### src/rtl/lib_arb_pkg.sv
// Shared types and helpers for the round-robin arbiter library.
// The helper functions take a fixed maximum width so that one package serves
// every arbiter width. Callers zero-extend their vectors on the way in and
// truncate the result on the way out.
package lib_arb_pkg;

    localparam int ARB_MAXW = 64;
    localparam int ARB_IDXW = 6;

    typedef enum logic [0:0] {
        ARB_IDLE  = 1'b0,
        ARB_GRANT = 1'b1
    } arb_state_e;

    // Binary index of a one-hot vector; returns 0 for an all-zero vector.
    function automatic logic [ARB_IDXW-1:0] onehot2idx(input logic [ARB_MAXW-1:0] v);
        logic [ARB_IDXW-1:0] idx;
        idx = '0;
        for (int i = 0; i < ARB_MAXW; i++) begin
            if (v[i]) idx = idx | ARB_IDXW'(i);
        end
        return idx;
    endfunction

    // Rotate a w-bit one-hot vector by one position, wrapping within w bits.
    // up=1 moves toward the MSB (bit w-1 wraps to bit 0); up=0 moves toward the LSB.
    function automatic logic [ARB_MAXW-1:0] rot_onehot(input logic [ARB_MAXW-1:0] v,
                                                       input int w, input logic up);
        logic [ARB_MAXW-1:0] r;
        r = '0;
        for (int i = 0; i < ARB_MAXW; i++) begin
            if (i < w) begin
                if (up) r[(i + 1) % w]     = v[i];
                else    r[(i + w - 1) % w] = v[i];
            end
        end
        return r;
    endfunction

endpackage

### src/rtl/lib_rr_pick.sv
// Combinational wrap-around priority pick.
// The function returns the first set request at or after the one-hot base
// position, searching in the configured direction. The search uses the
// doubled-vector trick. The subtraction borrows through the zeros from base
// up to the first set request, and that request is the only bit left standing
// after masking. The downward search reuses the same circuit on bit-reversed
// vectors.
module lib_rr_pick #(
    parameter int WIDTH   = 4,
    parameter int LSB_MSB = 1
) (
    input  logic [WIDTH-1:0] req,
    input  logic [WIDTH-1:0] base,
    output logic [WIDTH-1:0] pick
);

    logic [WIDTH-1:0]   w_req_o;
    logic [WIDTH-1:0]   w_base_o;
    logic [WIDTH-1:0]   w_pick_o;
    logic [2*WIDTH-1:0] w_dbl;
    logic [2*WIDTH-1:0] w_msk;

    generate
        if (LSB_MSB != 0) begin : g_up
            assign w_req_o  = req;
            assign w_base_o = base;
            assign pick     = w_pick_o;
        end else begin : g_down
            for (genvar i = 0; i < WIDTH; i++) begin : g_rev
                assign w_req_o[i]  = req[WIDTH-1-i];
                assign w_base_o[i] = base[WIDTH-1-i];
                assign pick[i]     = w_pick_o[WIDTH-1-i];
            end
        end
    endgenerate

    assign w_dbl    = {w_req_o, w_req_o};
    assign w_msk    = w_dbl & ~(w_dbl - {{WIDTH{1'b0}}, w_base_o});
    assign w_pick_o = w_msk[WIDTH-1:0] | w_msk[2*WIDTH-1:WIDTH];

endmodule

### src/rtl/lib_rr_arbiter.sv
// Round-robin arbiter with a registered, rotating priority pointer.
// The grant is registered and held under backpressure. A new grant can be
// issued on the same edge that ends the previous one, so back-to-back grants
// have no bubble. WIDTH must not exceed lib_arb_pkg::ARB_MAXW.
module lib_rr_arbiter
    import lib_arb_pkg::*;
#(
    parameter int WIDTH   = 4,
    parameter int LSB_MSB = 1,
    parameter int LOCK_EN = 0
) (
    input  logic                     clk,
    input  logic                     rstn,
    input  logic [WIDTH-1:0]         req,
    input  logic                     gnt_rdy,
    input  logic                     gnt_last,
    output logic                     gnt_vld,
    output logic [WIDTH-1:0]         gnt,
    output logic [$clog2(WIDTH)-1:0] gnt_idx,
    output logic [WIDTH-1:0]         ptr
);

    localparam logic [WIDTH-1:0] PTR_RST = (LSB_MSB != 0) ? WIDTH'(1)
                                                          : {1'b1, {(WIDTH-1){1'b0}}};

    arb_state_e       r_state;
    logic             r_vld;
    logic [WIDTH-1:0] r_gnt;
    logic [WIDTH-1:0] r_ptr;

    logic             w_any;
    logic             w_end;
    logic [WIDTH-1:0] w_ptr_nxt;
    logic [WIDTH-1:0] w_base;
    logic [WIDTH-1:0] w_pick;

    assign w_any     = |req;
    // The grant ends only on an accepted beat. In lock mode that beat must also be the last one.
    assign w_end     = (r_state == ARB_GRANT) && gnt_rdy && ((LOCK_EN == 0) || gnt_last);
    // After a grant, the priority base moves one position past the requester just served.
    assign w_ptr_nxt = WIDTH'(rot_onehot(ARB_MAXW'(r_gnt), WIDTH, LSB_MSB != 0));
    // In IDLE the pick uses the stored pointer. At grant end it uses the pointer about to be stored.
    assign w_base    = (r_state == ARB_IDLE) ? r_ptr : w_ptr_nxt;

    lib_rr_pick #(
        .WIDTH   (WIDTH),
        .LSB_MSB (LSB_MSB)
    ) u_pick (
        .req  (req),
        .base (w_base),
        .pick (w_pick)
    );

    // Grant FSM. The registers read req only in IDLE or at grant end, so the
    // grant is never revoked and an unknown req cannot leak into the outputs
    // during backpressure.
    always_ff @(posedge clk or negedge rstn) begin
        if (!rstn) begin
            r_state <= ARB_IDLE;
            r_vld   <= 1'b0;
            r_gnt   <= '0;
            r_ptr   <= PTR_RST;
        end else begin
            case (r_state)
                ARB_IDLE: begin
                    if (w_any) begin
                        r_gnt   <= w_pick;
                        r_vld   <= 1'b1;
                        r_state <= ARB_GRANT;
                    end
                end
                ARB_GRANT: begin
                    if (w_end) begin
                        r_ptr <= w_ptr_nxt;
                        if (w_any) begin
                            r_gnt <= w_pick;
                        end else begin
                            r_gnt   <= '0;
                            r_vld   <= 1'b0;
                            r_state <= ARB_IDLE;
                        end
                    end
                end
                default: r_state <= ARB_IDLE;
            endcase
        end
    end

    assign gnt_vld = r_vld;
    assign gnt     = r_gnt;
    assign gnt_idx = $clog2(WIDTH)'(onehot2idx(ARB_MAXW'(r_gnt)));
    assign ptr     = r_ptr;

endmodule

### config.mk
export PLATFORM = sky130hd
export DESIGN_NAME = lib_rr_arbiter
export DESIGN_NICKNAME = d
export VERILOG_FILES = /design/src/rtl/lib_arb_pkg.sv /design/src/rtl/lib_rr_pick.sv /design/src/rtl/lib_rr_arbiter.sv
export SDC_FILE = /design/constraint.sdc
export NUM_CORES = 1
export LEC_CHECK = 0
export BUFFER_PORTS_ARGS = -buffer_cell sky130_fd_sc_hd__buf_2
export CORE_MARGIN = 8
export CORE_UTILIZATION = 44
export DETAILED_ROUTE_END_ITERATION = 8
export PLACE_DENSITY_LB_ADDON = 0.3
export SYNTH_ARGS = -nofsm -noshare
export SYNTH_HDL_FRONTEND = slang
export SYNTH_SLANG_ARGS = --single-unit
### constraint.sdc
create_clock -name clk -period 2.1 [get_ports clk]
set_clock_uncertainty 0.2 [all_clocks]
set_input_delay 0.315 -clock clk [delete_from_list [all_inputs] [get_ports clk]]
set_output_delay 0.315 -clock clk [all_outputs]
set_load 0.02 [all_outputs]
* After elaboration in Yosys (flattened, before gate mapping)
Index checks and enable logic that the tools add are counted.
** Storage, ports and cells
- Register bits :: 10
- Input bits :: 8
- Output and inout bits :: 11
- Word-level logic and storage cells :: 32
** Cells by class
- $add $sub $neg :: 1
- Equal/unequal tests :: 3
- Mux-type cells :: 15
- Bitwise operators :: 4
- Reductions and logical operators :: 5
** Operators by type and width (count)
- two-way mux 4 bit :: 4
- bitwise AND 8 bit :: 1
- NOT 8 bit :: 1
- case mux 4 bit (2 select lines) :: 1
- subtractor 8 x 4 -> 8 bit :: 1
- two-way mux 1 bit :: 6
- two-way mux 2 bit :: 2
- inequality test 2 bit (second input constant) :: 2
- OR 4 bit :: 1
- case mux 1 bit (2 select lines) :: 2
- AND reduction 2 bit :: 2
- OR reduction 4 bit :: 1
- AND reduction 3 bit :: 1
- inequality test 2 x 1 -> 1 bit (second input constant) :: 1
- logical AND 1 bit :: 1
- NOT 1 bit :: 1

* Depth between registers and ports, before layout
- Depth after elaboration :: 8
- Depth in mapped cells :: 8
- Depth with buffers taken out :: 7

* By module
A second synthesis with hierarchy kept.
** Unflattened totals
- Cells, all modules :: 62
- Area total of the unflattened synthesis :: 665.6 um^2
** Modules (own cells, without submodules)
- lib_rr_arbiter :: instances 1, cells an instance 38, area an instance 479.2 um^2, sequential area each 251.5 um^2
- lib_rr_pick :: instances 1, cells an instance 24, area an instance 186.4 um^2, sequential area each 0.0 um^2

* Least setup slack after synthesis
OpenSTA, ideal clock, no wires.
- Kind :: register -> register
- Start :: reg r_state
- End :: reg r_gnt[0], in the netlist gnt[0]
- Library setup time :: 0.121 ns
- Arrival :: 1.723 ns
- Data required time :: 1.779 ns
- Slack :: 0.056 ns
- Cell stages (with the launch flop) :: 9
- Buffers on the path :: 1
- Clock period less this slack :: 2.044 ns
- Path through :: dfrtp_1 > buf_4 > mux2i_1 > nor2_1 > fa_1 > nor2b_1 > o21a_1 > o22ai_1 > a32o_2
** On the way
- Longest elaborated chain between the ends :: 8
- Elaborated cells on any way between the ends :: 14
- Those cells by class :: add/sub: 1; eq/ne: 2; mux: 5; bitwise: 4; reduce/logical: 2
** Ends and longest elaborated chain
- from (decl) :: RTL line lib_rr_arbiter.sv:26 : arb_state_e r_state;
- from (signal assigned) :: RTL line lib_rr_arbiter.sv:59 : r_state <= ARB_IDLE;
- from (signal assigned) :: RTL line lib_rr_arbiter.sv:69 : r_state <= ARB_GRANT;
- from (signal assigned) :: RTL line lib_rr_arbiter.sv:80 : r_state <= ARB_IDLE;
- two-way mux 4 bit :: RTL line lib_rr_arbiter.sv:43 : assign w_base = (r_state == ARB_IDLE) ? r_ptr : w_ptr_nxt;
- subtractor 8 x 4 -> 8 bit :: RTL line lib_rr_pick.sv:38 : assign w_msk = w_dbl & ~(w_dbl - {{WIDTH{1'b0}}, w_base_o});
- NOT 8 bit :: RTL line lib_rr_pick.sv:38
- bitwise AND 8 bit :: RTL line lib_rr_pick.sv:38
- OR 4 bit :: RTL line lib_rr_pick.sv:39 : assign w_pick_o = w_msk[WIDTH-1:0] | w_msk[2*WIDTH-1:WIDTH];
- two-way mux 4 bit :: RTL line lib_rr_arbiter.sv:75 : if (w_any) begin
- two-way mux 4 bit :: RTL line lib_rr_arbiter.sv:73 : if (w_end) begin
- case mux 4 bit (2 select lines) :: RTL line lib_rr_arbiter.sv:64 : case (r_state)
- to (signal assigned) :: RTL line lib_rr_arbiter.sv:67 : r_gnt <= w_pick;
- to (signal assigned) :: RTL line lib_rr_arbiter.sv:76 : r_gnt <= w_pick;
- to (decl) :: RTL line lib_rr_arbiter.sv:28 : logic [WIDTH-1:0] r_gnt;
Several ways; a longest one is shown, not always the timed one. The select of a mux whose other input is x is not followed.
A chain may end at the register's enable or synchronous reset.

* Final worst setup path
- Start :: reg r_state
- End :: reg r_gnt[3], in the netlist gnt[3]
Same word-level chain as after synthesis.

==> run metrics <==
post-synth top area share=0.342; Filler cells=approximately 120; fin. max-slew vios=0; vias in the first global route=614; EDFF count, synth=0; worst slack, placed=-0.0707 ns; number of warnings issued by yosys=0; cell area after synthesis=around 660 µm²; top cells by count, synth=dfrtp_1, nand2_1, mux2i_1, mux2_2, nor2_1; die height=around 55 µm; Longest Clk Path Bufs=2; Slew headroom=0.769; Clock Latency Late Sink=between 0.2 and 0.3 ns; clock slew at reported path FFs=~0.08 ns; RSZ-0062 raised after global routing=true; pin count of the biggest net entering global routing=11; # rows=14; clk sinks=10; diode count=0; top-count cell post-synth=dfrtp_1; Critical Path RT=2.07 ns; Detailed Place HPWL=around 1200 µm; Synth Flop Type=dfrtp_1; H-tree levels=1; Vias/cell=roughly 5.6; setup violators final=1; Die X=about 55 µm; first-pass GRT wire length=between 2000 and 3000 µm; leading area contributor after synthesis=dfrtp_1; Critical Path Sink Type=flip-flop; Hold Path Class=input port to flip-flop; number of synthesized register bits=10; global route overflow=0; max cap viols=0; Arr. time, crit path=around 2.1 ns; fin crit share=1.01; Layout area overhead=38.6%; First-pass DRT Iterations=4; failing checks=setup timing; DR iter-0 viols=15; Fmax achieved=roughly 0.47 GHz; min Tclk post-route=around 2.1 ns; syn avg cell area=approximately 10 µm²; Pleak=between 0.4 and 0.5 nW; I/O pins=19; hold slack=just under 0.09 ns; sequential cell area fraction in the yosys report=0.382; Antenna Violating Nets Remaining=0; Die ar.=about 3000 µm²; Max IR drop VDD=about 0.6 mV; Core Area=1450 µm²; Num CTS Buffers=3; routed length per instance=16.0 µm; GRT Util Overall=0.124; Final Hold Vio Count=0; layout cells sized above 1=0.516; status=finished with violations; synth unique cells=29; DRC violations left=0; port bufs=17; Post-Syn Instances=65; initial antenna violation count=0; crit-path max FO=6; initial core utilization=0.453; vias=just over 600; WL final=1740 µm; Final Wtd Congestion=approximately 0.8; CP Launch Type=flip-flop; Final Net Count=106; worst setup margin=-0.0265 ns; WS Path Type=flip-flop to flip-flop; synthesized net count=77; final core utilization=0.627; power per cell area=1020 nW/µm²; ys async rst share=1.00; actual slew at the worst max-slew pin=between 0.3 and 0.4 ns; CTS tree=built; synth top area cells=dfrtp_1, mux2i_1, mux2_2, ha_1, nand2_1; clk root buf=clkbuf_4
==> worst paths after layout <==
| kind | startpoint | end | slack, ns | cells past startpoint |
|---|---|---|---|---|
| min in group asynchronous | rstn | gnt[3]$_DFFE_PN0P_ | 0.20 | 2 |
| hold / removal | req[3] | r_state$_DFF_PN0_ | 0.09 | 3 |
| hold reg to reg | ptr[3]$_DFFE_PN0P_ | ptr[3]$_DFFE_PN0P_ | 0.33 | 1 |
| max in group asynchronous | rstn | ptr[0]$_DFFE_PN1P_ | 1.23 | 2 |
| setup / recovery | r_state$_DFF_PN0_ | gnt[3]$_DFFE_PN0P_ | -0.03 | 6 |
| setup reg to reg | r_state$_DFF_PN0_ | gnt[3]$_DFFE_PN0P_ | -0.03 | 6 |
==> cell type report <==
type | count | area (µm²) | area share
Multi-Input combinational cell | 52 | 448 | 0.491
Inverter | 2 | 7.51 | 0.00823
Sequential cell | 10 | 253 | 0.277
Tap cell | 16 | 20.0 | 0.0219
Clock buffer | 4 | 36.3 | 0.0398
Timing Repair Buffer | 25 | 148 | 0.162
==> worst max-delay path, cell delays in order (launching register included) <==
cell	delay, ns
dfrtp_2	0.47
mux2i_1	0.15
ha_2	0.20
or3_4	0.39
o211ai_1	0.23
mux2i_1	0.26
o21ai_1	0.09
==> repair_timing <==
item	4_1_cts	5_1_grt
pin swaps	0	8
endpoints found under the setup margin	4	4
hold buffers	1	0
resized for setup	4	9
endpoints found under the hold margin	10	0
buffers inserted	0	1
==> through the flow <==
stage | total power [mW] | setup TNS (ns) | instance area (µm²) | cells
CTS | 0.877 | 0 | 861 | 108
finish | 0.929 | -0.0265 | 912 | 109
global placement | 0.675 | -0.0917 | 801 | 103
detailed placement | 0.684 | -0.160 | 801 | 103
floorplan | 0.533 | 0 | 658 | 65
global route | 0.981 | -0.271 | 912 | 109
==> cells in the final DEF (no fill, tap or decap), types with 3 or more instances in the layout <==
master	instances
nor2_1	4
buf_4	7
o21ai_1	3
mux2_2	4
clkbuf_4	3
buf_2	17
nand2_1	8
dfrtp_1	8
or2_1	3
mux2i_1	3
==> registers in the layout (all words and copies together) (netlist names) <==
register,cells
gnt,4
ptr,4
gnt_vld,1
r_state,1
==> cells by family (layout without fill, tap and decap cells) <==
group	after synthesis	in the layout	synth area share
buffers and inverters	3	31	0.0228
adder cells (fa/ha/maj)	4	4	0.0875
XOR/XNOR	1	1	0.0133
multiplexers	9	9	0.144
AO/OA/AOI/OAI	13	13	0.150
flip-flops	10	10	0.382
AND/OR/NAND/NOR	25	25	0.200
==> layer usage <==
layer,track usage,vias up,part of all wire
met1,0.131,299,0.42
met2,0.206,18,0.49
met3,0.0516,3,0.066
li1,-,294,-
met5,0,-,0
met4,0.0656,0,0.018
==> power by group <==
group	internal, mW	switching [mW]
Sequential	0.243	0.0423
Combinational	0.208	0.251
Clock	0.106	0.0788
Total	0.557	0.372
(Power assumes the default switching activity.)
